### src/rtl/ifetch_align.sv
// Aligns 16/32-bit instructions out of 64-bit fetch lines; zero latency, split 32-bit words take one extra line.
// Latency: combinational from line/pc to instruction; a line-crossing 32-bit instruction completes when the next line lands.
// Backpressure: fet_stall freezes all state (outputs still follow inputs); redirect overrides stall. Macro RV16_EN enables compressed support.
module ifetch_align #(
    parameter logic [31:0] NOP_INSTR = 32'h0000_0013
) (
    input  logic        clk,
    input  logic        cpurst,
    input  logic        isram_cs_ff,
    input  logic [63:0] isram_rdata,
    input  logic [31:0] pc,
    input  logic        fet_stall,
    input  logic        redirect,
    output logic [31:0] rv32_instr,
    output logic        isrv16,
    output logic        instr_valid,
    output logic        fetch_misalign,
    output logic        instr_addr_err
);

    logic [63:0] line_q, line_d;
    logic        line_vld_q, line_vld_d;
    logic [63:0] cur_line;
    logic        have_line;

    logic        vld;
    logic [31:0] instr_raw;
    logic        rv16_raw;

    // Upper pc bits select the line in the fetch unit, never here.
    logic unused_pc;
    assign unused_pc = ^{pc[31:3], pc[0]};

    always_comb begin
        cur_line   = isram_cs_ff ? isram_rdata : line_q;
        have_line  = isram_cs_ff | line_vld_q;
        line_d     = line_q;
        line_vld_d = line_vld_q;
        if (isram_cs_ff && !fet_stall) begin
            line_d     = isram_rdata;
            line_vld_d = 1'b1;
        end
    end

    always_ff @(posedge clk) begin
        if (cpurst) begin
            line_q     <= '0;
            line_vld_q <= 1'b0;
        end else begin
            line_q     <= line_d;
            line_vld_q <= line_vld_d;
        end
    end

`ifdef RV16_EN
    typedef enum logic {RUN, SPLIT} state_t;

    state_t      state_q, state_d;
    logic [15:0] hi_q, hi_d;
    logic [15:0] low, high;
    logic [1:0]  nxt_hw;
    logic        is32;
    logic        at_edge;

    always_comb begin
        nxt_hw  = pc[2:1] + 2'd1;
        low     = cur_line[{pc[2:1], 4'b0000} +: 16];
        high    = cur_line[{nxt_hw, 4'b0000} +: 16];
        is32    = (low[1:0] == 2'b11);
        at_edge = (pc[2:1] == 2'b11);
    end

    always_ff @(posedge clk) begin
        if (cpurst) begin
            state_q <= RUN;
            hi_q    <= '0;
        end else begin
            state_q <= state_d;
            hi_q    <= hi_d;
        end
    end

    always_comb begin
        state_d = state_q;
        hi_d    = hi_q;
        if (redirect) begin
            state_d = RUN;
            hi_d    = '0;
        end else if (!fet_stall) begin
            case (state_q)
                RUN: begin
                    if (have_line && at_edge && is32) begin
                        state_d = SPLIT;
                        hi_d    = low;
                    end
                end
                SPLIT: begin
                    if (isram_cs_ff) state_d = RUN;
                end
                default: state_d = RUN;
            endcase
        end
    end

    always_comb begin
        vld            = 1'b0;
        instr_raw      = NOP_INSTR;
        rv16_raw       = 1'b0;
        fetch_misalign = 1'b0;
        instr_addr_err = 1'b0;
        if (!cpurst && !redirect) begin
            case (state_q)
                RUN: begin
                    if (have_line) begin
                        if (at_edge && is32) begin
                            fetch_misalign = 1'b1;
                        end else begin
                            vld       = 1'b1;
                            instr_raw = is32 ? {high, low} : {16'h0000, low};
                            rv16_raw  = ~is32;
                        end
                    end
                end
                SPLIT: begin
                    // The low half of the new line completes the held upper-line half.
                    if (isram_cs_ff) begin
                        vld       = 1'b1;
                        instr_raw = {isram_rdata[15:0], hi_q};
                    end
                end
                default: ;
            endcase
        end
    end
`else
    always_comb begin
        vld            = 1'b0;
        instr_raw      = NOP_INSTR;
        rv16_raw       = 1'b0;
        fetch_misalign = 1'b0;
        instr_addr_err = 1'b0;
        if (!cpurst) begin
            if (pc[1]) begin
                instr_addr_err = 1'b1;
            end else if (!redirect && have_line) begin
                vld       = 1'b1;
                instr_raw = pc[2] ? cur_line[63:32] : cur_line[31:0];
            end
        end
    end
`endif

    assign instr_valid = vld;
    assign rv32_instr  = vld ? instr_raw : NOP_INSTR;
    assign isrv16      = vld & rv16_raw;

endmodule

### config.mk
export PLATFORM = sky130hd
export DESIGN_NAME = ifetch_align
export DESIGN_NICKNAME = d
export VERILOG_FILES = /design/src/rtl/ifetch_align.sv
export SDC_FILE = /design/constraint.sdc
export NUM_CORES = 1
export LEC_CHECK = 0
export CAP_MARGIN = 20
export CORE_MARGIN = 2
export CORE_UTILIZATION = 40
export CTS_BUF_LIST = sky130_fd_sc_hd__clkbuf_8
export DETAILED_ROUTE_END_ITERATION = 8
export GPL_ROUTABILITY_DRIVEN = 0
export GPL_TIMING_DRIVEN = 0
export PLACE_DENSITY = 0.79
export SLEW_MARGIN = 15
export SYNTH_ARGS = -nofsm -noshare
export SYNTH_HDL_FRONTEND = slang
export SYNTH_SLANG_ARGS = --single-unit
### constraint.sdc
create_clock -name clk -period 1.1 [get_ports clk]
set_input_delay 0.11 -clock clk [delete_from_list [all_inputs] [get_ports clk]]
set_output_delay 0.11 -clock clk [all_outputs]
set_load 0.01 [all_outputs]
# After elaboration in Yosys (flattened, before gate mapping)
# Index checks and enable logic that the tools add are counted.
# word_totals
wordCells	18
input_bits	101
register_bits	65
out_inout_bits	36
# classes
muxes	11
n_reduce_logical	4
n_bitwise	1
# op_table
cell	count
2-to-1 mux 32 bit	5
2-to-1 mux 64 bit	1
2-to-1 mux 1 bit	5
logical AND 1 bit	2
zero test 1 bit	2
OR 1 bit	1

# Longest topological paths before layout
# logic_depth
depth_word	6
depth_mapped	6
depth_no_buf	3

# Worst setup path before layout
# OpenSTA, ideal clock, no wires.
# synth_path
kind	input port to output port
from	in isram_cs_ff
to	out rv32_instr[4]
arrival_time_ns	1.074
slack_ns	-0.084
path_stages	4
cell_sequence	buf_6 buf_12 mux4_2 or2_1
# synth_between
elab_chain_len	6
# synth_lines
item	line	source
start: declaration	9	input logic isram_cs_ff,
2-to-1 mux 64 bit or OR 1 bit (tied branches)	35, 36	
2-to-1 mux 32 bit or logical AND 1 bit (tied branches)	147, 145	
2-to-1 mux 32 bit or 2-to-1 mux 1 bit (tied branches)	145	end else if (!redirect && have_line) begin
2-to-1 mux 32 bit or 2-to-1 mux 1 bit (tied branches)	143	if (pc[1]) begin
2-to-1 mux 32 bit or 2-to-1 mux 1 bit (tied branches)	142	if (!cpurst) begin
2-to-1 mux 32 bit *	154	assign rv32_instr = vld ? instr_raw : NOP_INSTR;
end: declaration	14	output logic [31:0] rv32_instr,
# Every way passes the cells marked *; elsewhere a longest branch is shown, timed or not.

# Worst setup path after layout
# layout_path
from	reg line_q[4]
to	out rv32_instr[4]
# layout_between
elab_chain_len	6
# layout_lines
item	line	source
start: declaration	21	logic [63:0] line_q, line_d;
start signal: assignment	50	line_q <= line_d;
2-to-1 mux 64 bit	35	cur_line = isram_cs_ff ? isram_rdata : line_q;
2-to-1 mux 32 bit	147	instr_raw = pc[2] ? cur_line[63:32] : cur_line[31:0];
2-to-1 mux 32 bit	145	
2-to-1 mux 32 bit	143	
2-to-1 mux 32 bit	142	
2-to-1 mux 32 bit	154	
# No other way between the ends.

==> impl_results.md <==
* Final net count at between 500 and 600
* Worst r2r src: line_q[22]
* Crit path required time at between 900 and 1000 ps
* DRC violations left at 0
* Vias in the first global route at ~3,200
* Largest net degree at the start of global routing at 11
* Die area at between 8000 and 9000 sq um
* Total Wirelength at approximately 10,000 microns
* CP Class: reg -> out
* Initial antenna violation count at 0
* Iteration-0 DRC Markers at about 170
* Tot GR Track Use at between 20% and 30%
* Worst setup EP type: output port
* Worst skew pair latency at approximately 330 ps
* Leakage power total at approximately 2 nW
* Hold/Removal Path Class: in -> reg
* First-pass GRT wire length at roughly 15,000 microns
* Fraction of layout cells with a size suffix above 1 at a little under two fifths
* Clk sinks at 65
* Final HPWL DP at between 6000 and 7000 microns
* First-pass DRT Iterations at 5
* Yosys warning count at 0
* Synthesis-to-finish area growth at 54.2%
* Cell Area, Synth at approximately 3300 sq um
* Ant diodes at 0
* Worst VDD drop at roughly 0.59 mV
* Net Switching at approximately 1.4 mW
* Top cells by area, synth: dfxtp_1 40%, nand2_1 15%, mux4_2 14%
* Gate power share at 20.1%
* Synth Register Bits at 65
* Post-synth top area share at just under 40%
* Distinct cells, synth at 20
* Pint at about 4.3 mW
* Max Buffers Root-to-Sink at 2
* Clk pin slew, worst setup/hold paths at about 70 ps
* GR Overflow Total at 0
* Vias/cell at about 5.3
* Num CTS Buffers at 9
* Final Worst Setup Slack at -479 ps
* Min Tclk post-route at roughly 1600 ps
* Core ar. at 8090 sq um
* Endpoint with the worst hold slack: line_q[53]
* RSZ-0062 raised after global routing: true
* DP Cell Count at between 500 and 600
* Skew final at 0 ps
* Clock root cell: clkbuf_8
* Final instance area at 5080 sq um
* Hold_sp: cpurst
* Antenna viol nets, final at 0
* Final hold viol count at 0
* R2R Path End: line_q[22]
* Worst Setup Start Kind: flop
* Cts hold-fix bufs at 0
* Final setup viols at 33
* Die Span Y at approximately 95 microns
* Worst Hold Path Cells at 3
* Reg2reg setup slack at around 400 ps
* Status: finished, violations left
* Synth Instances at 363
* Fillers at ~680
* Setup WS pre-CTS at -1340 ps
* Crit path launch: line_q[4]
* Max Clk Rate at ~0.63 GHz
* Fin util at 62.7%
* Clock share of power at between 30 and 40%
* Post-synthesis sequential area ratio at around two fifths
* FP Rows at 33
* Placed cell area at 4520 sq um
* Vias at 3,199
* Pwr per Cell Area at between 1000 and 1500 nW/um^2
* H-tree depth at 3
* Initial core utilization at about two fifths
* Worst r2r path cells at 3
* Count of buffers from port buffering at 103
* Slew headroom at ~65%
* Switch share at between 20% and 30%
* Flop pwr share at between 40 and 50%
* Chip width at 94.7 microns
* Num ports at roughly 140
* DR WL/cell at between 15 and 20 microns
* Worst-margin pin slew at between 500 and 600 ps
* Crit Path Max Fanout at 2
* Pins Over Slew Limit at 0
* Tcrit/Tclk final at 144%
* Worst EP arrival at roughly 1500 ps
* CTS tree: built
* Failing checks: setup timing
* Post-synth top area cell: dfxtp_1
* Post-Layout Cell Count at between 600 and 700
* Max Cap Viol at 0
* Avg Synthesized Cell Area at 9.07 sq um
* Sum Neg Setup Slack at -12,610 ps
-- metrics by stage --
stage,total power [mW],hold slack (ps)
2_1_floorplan,3.09,246
3_3_place_gp,3.52,437
3_5_place_dp,3.56,445
4_1_cts,5.62,290
5_1_grt,5.92,239
6_report,5.69,227
-- cell type report --
type / instances / area, sq um / area share [%]
clock buffers: 11 / 151 / 2.98
repair buffers: 120 / 1120 / 22.0
inverters: 1 / 6.26 / 0.123
well taps: 105 / 131 / 2.59
multi-input cells: 265 / 1910 / 37.6
flip-flops and latches: 65 / 1350 / 26.6
plain buffers: 33 / 369 / 7.27
clock inverters: 4 / 43.8 / 0.862
-- cell usage after synthesis, drive strengths merged --
cell	instances
nand2	128
dfxtp	65
a21oi	64
mux4	32
nor2b	31
buf	22
clkbuf	11
or2	3
nor2	2
conb	1
inv	1
nand2b	1
nor3	1
o21ai	1
-- registers in the layout (all words and copies together), names as in the netlist --
| register | count |
|---|---|
| line_q | 64 |
| line_vld_q | 1 |
-- how the worst max path moves through the flow --
| stage | depth (start not counted) | endpoint | slack [ps] |
|---|---|---|---|
| floorplan | 4 | rv32_instr[4] | -80 |
| global placement | 5 | rv32_instr[4] | -1320 |
| detailed placement | 5 | rv32_instr[4] | -1340 |
| CTS | 3 | rv32_instr[1] | -500 |
| global route | 3 | rv32_instr[1] | -510 |
| finish | 3 | rv32_instr[4] | -480 |
-- layout by cell type, fill, tap and decap left out --
cell / n
nand2_1: 128
clkdlybuf4s50_1: 65
a21oi_1: 62
dfxtp_2: 38
mux4_2: 32
buf_6: 30
dfxtp_1: 27
buf_4: 19
nor2b_1: 16
buf_2: 16
nor2b_4: 14
clkbuf_8: 11
buf_8: 5
clkbuf_2: 5
buf_12: 4
dlygate4sd2_1: 4
clkbuf_1: 3
clkbuf_16: 2
or2_4: 2
a21oi_2: 2
nor2_1: 2
conb_1: 2
clkinv_2: 2
nor3_4: 1
o21ai_4: 1
inv_4: 1
or2_1: 1
nor2b_2: 1
nand2b_1: 1
bufinv_16: 1
inv_1: 1
-- timing repair --
item	4_1_cts	5_1_grt
gates resized for setup	219	73
setup endpoints to repair	94	95
pin swaps	3	2
buffers inserted	9	8
-- critical path, stage by stage (launching register included) --
cell	delay [ps]
dfxtp_2	320
mux4_2	440
or2_1	230
buf_2	140
-- power groups by stage --
| stage | clock network, mW | registers (mW) | logic, mW |
|---|---|---|---|
| finish | 2.02 | 2.53 | 1.15 |
| detailed placement | 0 | 2.57 | 0.990 |
| global route | 2.14 | 2.54 | 1.23 |
| global placement | 0 | 2.56 | 0.964 |
| floorplan | 0 | 2.55 | 0.543 |
| CTS | 2.03 | 2.52 | 1.06 |
-- cells by family (layout without fill, tap and decap cells) --
| kind of cell | count (synthesis) | after routing | synth area share, % |
|---|---|---|---|
| muxes | 32 | 32 | 23.1 |
| and+or+nand+nor | 166 | 166 | 21.6 |
| DFF | 65 | 65 | 39.5 |
| AOI/OAI and AO/OA | 65 | 65 | 9.88 |
| buffers and inverters | 34 | 169 | 5.70 |
| other | 1 | 2 | 0.114 |
-- layer usage --
layer | track usage, % | vias up | routed length, microns
li1 | - | 1488 | -
met1 | 26.4 | 1569 | 4060
met2 | 40.2 | 126 | 5200
met3 | 3.19 | 16 | 629
met4 | 6.28 | 0 | 150
met5 | 0 | - | 0
Power figures use the tool's default switching activity.
